**src/rtl/eb_complement_mw.sv**
```systemverilog
// eb_complement_mw
//
// Early-bus gate and serial complementer. ORs NSRC early-bus source lines onto a single serial
// bus and, when enabled, converts a serial line between sign-magnitude and two's complement
// (copy up to and including the first 1, invert thereafter). Multi-word lines have the sign
// relocated to the last word. A sticky overflow flag catches adder overflow and negative zero.
//
// Build option: define G15_MULTIWORD_EN for multi-word lines (WORDS honoured, MODE[1] active).
// Without it every word is its own line and WORD_IDX is tied to 0.
//
// Ports:
//   CLOCK     bit-time clock
//   rst       synchronous active-high reset
//   EB_SRC    early-bus source gates, OR-combined into EB
//   TS        sign time, first bit of every word
//   XFER      transfer active
//   MODE      [0] complement enable, [1] multi-word line
//   CLR       program clear of the transfer state (FO unaffected)
//   OVF_ADD   external adder overflow pulse
//   OVF_CLR   overflow test-and-clear
//   IB        intermediate bus (combinational)
//   IS        registered line sign
//   IC        registered complement-active
//   FO        registered sticky overflow
//   WORD_IDX  current word within the line
//   BIT_IDX   current bit within the word
module eb_complement_mw #(
    parameter int unsigned NSRC      = 31,
    parameter int unsigned WORDS     = 2,
    parameter int unsigned WORD_BITS = 29,
    localparam int unsigned WIW      = (WORDS > 1) ? $clog2(WORDS) : 1,
    localparam int unsigned BIW      = (WORD_BITS > 1) ? $clog2(WORD_BITS) : 1
) (
    input  logic             CLOCK,
    input  logic             rst,
    input  logic [NSRC-1:0]  EB_SRC,
    input  logic             TS,
    input  logic             XFER,
    input  logic [1:0]       MODE,
    input  logic             CLR,
    input  logic             OVF_ADD,
    input  logic             OVF_CLR,
    output logic             IB,
    output logic             IS,
    output logic             IC,
    output logic             FO,
    output logic [WIW-1:0]   WORD_IDX,
    output logic [BIW-1:0]   BIT_IDX
);

    logic           eb;
    logic           ts_go;
    logic           line_start;
    logic           last_word;
    logic           last_bit;
    logic           ib_ts;
    logic           ic_set;
    logic           neg_zero;
    logic           is_q;
    logic           ic_q;
    logic           fo_q;
    logic           fresh_q;    // next TS with XFER high starts a new line at word 0
    logic [BIW-1:0] bit_q;

    assign eb       = |EB_SRC;
    assign ts_go    = XFER & TS;
    assign last_bit = (bit_q == BIW'(WORD_BITS - 1));

`ifdef G15_MULTIWORD_EN
    logic           multi;
    logic [WIW-1:0] word_q;
    logic [WIW-1:0] word_nxt;

    assign multi = MODE[1];

    // Word index the current TS opens; single-word mode makes every TS a line start.
    always_comb begin
        word_nxt = '0;
        if (!fresh_q && multi && (word_q != WIW'(WORDS - 1))) begin
            word_nxt = word_q + 1'b1;
        end
    end

    assign line_start = ts_go && (word_nxt == '0);
    assign last_word  = !multi || (word_q == WIW'(WORDS - 1));

    // Sign is removed from leading words and reappears at the last word's TS.
    always_comb begin
        ib_ts = eb;
        if (multi) begin
            if (word_nxt == WIW'(WORDS - 1)) begin
                ib_ts = line_start ? eb : is_q;
            end else begin
                ib_ts = 1'b0;
            end
        end
    end

    always_ff @(posedge CLOCK) begin
        if (rst || CLR) begin
            word_q <= '0;
        end else if (ts_go) begin
            word_q <= word_nxt;
        end
    end

    assign WORD_IDX = word_q;
`else
    logic unused_mode_hi;

    assign unused_mode_hi = MODE[1];
    assign line_start     = ts_go;
    assign last_word      = 1'b1;
    assign ib_ts          = eb;
    assign WORD_IDX       = '0;
`endif

    assign ic_set = XFER & ~TS & MODE[0] & is_q & eb;

    // Negative zero: negative sign and no 1 anywhere in the magnitude, this bit included.
    assign neg_zero = XFER & ~TS & MODE[0] & is_q & ~ic_q & ~eb & last_bit & last_word;

    always_comb begin
        IB = eb;
        if (XFER) begin
            if (TS) begin
                IB = ib_ts;
            end else if (MODE[0]) begin
                IB = eb ^ (is_q & ic_q);
            end
        end
    end

    always_ff @(posedge CLOCK) begin
        if (rst) begin
            is_q    <= 1'b0;
            ic_q    <= 1'b0;
            fo_q    <= 1'b0;
            fresh_q <= 1'b1;
            bit_q   <= '0;
        end else begin
            if (OVF_ADD || neg_zero) begin
                fo_q <= 1'b1;
            end else if (OVF_CLR) begin
                fo_q <= 1'b0;
            end

            if (CLR) begin
                is_q    <= 1'b0;
                ic_q    <= 1'b0;
                bit_q   <= '0;
                fresh_q <= 1'b1;
            end else if (!XFER) begin
                fresh_q <= 1'b1;
            end else if (TS) begin
                bit_q   <= BIW'(1);
                fresh_q <= 1'b0;
                if (line_start) begin
                    is_q <= eb;
                    ic_q <= 1'b0;
                end
            end else begin
                bit_q <= last_bit ? '0 : bit_q + 1'b1;
                if (ic_set) begin
                    ic_q <= 1'b1;
                end
            end
        end
    end

    assign IS      = is_q;
    assign IC      = ic_q;
    assign FO      = fo_q;
    assign BIT_IDX = bit_q;

endmodule
```
**config.mk**
```make
export PLATFORM = sky130hd
export DESIGN_NAME = eb_complement_mw
export DESIGN_NICKNAME = d
export VERILOG_FILES = /design/src/rtl/eb_complement_mw.sv
export SDC_FILE = /design/constraint.sdc
export NUM_CORES = 1
export LEC_CHECK = 0
export CAP_MARGIN = 5
export CORE_MARGIN = 3
export CORE_UTILIZATION = 31
export CTS_CLUSTER_SIZE = 12
export DETAILED_ROUTE_END_ITERATION = 10
export GPL_TIMING_DRIVEN = 0
export PLACE_DENSITY = 0.82
export SYNTH_ARGS = -nofsm -noshare
export SYNTH_HDL_FRONTEND = slang
export SYNTH_SLANG_ARGS = --single-unit
```
**constraint.sdc**
```tcl
create_clock -name CLOCK -period 2.2 [get_ports CLOCK]
set_input_delay 0.44 -clock CLOCK [delete_from_list [all_inputs] [get_ports CLOCK]]
set_output_delay 0.44 -clock CLOCK [all_outputs]
set_load 0.01 [all_outputs]
```
==> results by group <==
Floorplanning
  • Rows: 14
  • # IOs: 50
  • Die X-Extent: 46.7 um
  • Starting Density: 33.4%
  • Die area: 2180 um2
  • Core outline area: 1540 um2
  • Die Y-Extent: 46.7 um

STA
  • Crit path time final: 2.14 ns
  • Final slew viol count: 0
  • Setup violators final: 0
  • FMAX: 467 MHz
  • Hold Fails Final Rpt: 0
  • Setup WS post-layout: 0.0567 ns
  • Clk_skew: 0.00292 ns
  • Fin crit share: 97.4%

Synthesis
  • Seq/Total Area, Yosys: 31.1%
  • Syn_area_per_cell: 8.72 um2
  • Yosys reg bits: 8
  • Synth warn: 0
  • Asr flop ratio synth: 0%
  • Dominant cells by area after synthesis: dfxtp_1 31%, nor4_1 8.5%, ha_1 4.9%
  • Top-count cell post-synth: dfxtp_1
  • Synth cell count leaders: 8 x dfxtp_1, 7 x nor4_1, 4 x a21oi_1
  • Mapped Cells: 59
  • Post-synth EDFFs: 0
  • Top FF cell, synth: dfxtp_1
  • Share of the synthesized area in the top cell type: 31.1%
  • Cell taking the most area after synthesis: dfxtp_1
  • Mapped Area: 514 um2
  • Post-Syn Nets: 101
  • Netlist cell types: 29

Clock tree
  • CTS tree: built
  • Reg clk slew, reported paths: 0.05 ns
  • Worst-skew pair later-pin latency: 0.26 ns
  • Clock H-tree levels: 1
  • Clock sinks: 8
  • CTS Buf Count: 3
  • Clk Tree Root Cell: clkbuf_4
  • Maximum buffer depth of the clock tree: 2
  • # hold bufs at CTS: 0

Drt
  • Avg WL per Cell: 15.4 um
  • Drt first pass iters: 4
  • Total wire length: 1940 um
  • Vias per cell: 5.16
  • Via count: 650
  • 1st-iter DRT viols: 9
  • DRC viols: 0
  • Antenna-violating nets left: 0

Worst setup path
  • Crit path kind: in2out
  • Reg-to-reg critical path startpoint: BIT_IDX[0]$_SDFFE_PP0P_
  • Startpoint types: input port
  • Worst Setup SP: TS
  • CP Capture Type: output port
  • Path depth of the worst reg2reg path: 6
  • CP required: 1.76 ns
  • CP Max Fanout: 7
  • Critical Path AT: 1.70 ns

Min path
  • Hold Startpoint: XFER
  • HP Class: in2reg
  • Hold Path Depth: 2

GRT
  • Largest net degree at the start of global routing: 10
  • First-pass GRT wire length: 2620 um
  • Vias in the first global route: 583
  • Total congestion overflow: 0
  • Initial antenna violation count: 0
  • GRT Util Overall: 17.8%

Finish
  • Layout Nets: 154
  • Post-route insts no fill: 126
  • Layout area overhead: 115%
  • Fin util: 71.8%
  • # diodes: 0
  • Ratio of cells with drive above 1 in the final layout: 20.0%

Pwr
  • PD cells: 332 nW/um2
  • P_leak: 0.507 nW
  • Maximum vdd drop: 236 uV

Job
  • Max-cap viol count: 0

Run status
  • Status: complete, no violations

Placed design
  • Placed wire-length estimate: 1500 um
  • DP Worst Slack: -0.548 ns
  • DP Cell Count: 121
  • PortBufs: 46
  • Routability cong.: 0.722
-- per-stage QoR --
step	power, mW	area, um2	TNS, ns	hold slack [ns]
after floorplan	0.178	514	0	0.506
after global placement	0.254	995	-0.561	0.478
after detailed placement	0.256	995	-0.548	0.492
after CTS	0.371	1030	0	0.417
after global routing	0.386	1110	-0.0744	0.413
final	0.368	1110	0	0.424
-- per-layer routing --
metal  routed length [um]  global-route usage [%]  vias to the layer above
met3                   87                    4.60                        7
li1                     -                       -                      333
met4                   52                    9.94                        0
met1                  754                    19.1                      287
met5                    0                       0                        -
met2                 1050                    31.6                       23
-- cell type report --
| cell class | instances | area [um2] |
|---|---|---|
| Buffer | 3 | 22.5 |
| Clock buffer | 3 | 22.5 |
| Fill cell | 125 | 434 |
| Inverter | 3 | 11.3 |
| Multi-Input combinational cell | 45 | 360 |
| Sequential cell | 8 | 160 |
| Tap cell | 16 | 20.0 |
| Timing Repair Buffer | 48 | 510 |
-- cells by family (layout without fill, tap and decap cells) --
family | count (synthesis) | after routing | synth area share (%)
xor+xnor | 1 | 1 | 1.70
simple gates | 26 | 26 | 30.9
buf+inv | 6 | 57 | 6.57
compound gates | 15 | 15 | 24.1
fa+ha+maj | 2 | 2 | 4.87
flops | 8 | 8 | 31.1
other cells | 1 | 1 | 0.729
-- what timing repair did --
action	4_1_cts	5_1_grt
setup endpoints to repair	1	1
setup buffers	1	1
resized for setup	6	21
pin swaps	3	11
-- path summary, 6_finish.rpt --
path              slack [ns]                      end
setup / recovery        0.06                       IB
hold / removal          0.42          IS$_SDFFE_PP0P_
setup reg to reg        0.64  BIT_IDX[3]$_SDFFE_PP0P_
hold reg to reg         0.51          IC$_SDFFE_PP0P_
-- cell usage in the layout, fill, tap and decap left out, types with 2 or more instances in the layout --
cell and instances:
clkdlybuf4s50_1 29, dlymetal6s2s_1 16, dfxtp_1 8, nor4_2 6, a21oi_1 4, inv_1 3
nand4_1 3, nand3_1 3, nand2_1 3, buf_4 3, clkbuf_4 3, nor3_1 2
a311oi_1 2, o21ai_0 2, nor2_1 2, ha_1 2
-- where the power goes --
part | switching, mW | internal [mW]
Sequential | 0.00301 | 0.148
Clock | 0.0508 | 0.0625
Combinational | 0.0319 | 0.0713
-- state kept, by name (all words and copies together) (netlist names) --
name	flops
BIT_IDX	5
FO	1
IC	1
IS	1
-- worst max-delay path, cell delays in order --
cell,delay (ns)
clkdlybuf4s50_1,0.50
and2b_4,0.33
nand4_1,0.12
xor2_1,0.17
buf_2,0.14
Note: power is estimated with default switching activity, not from simulation.
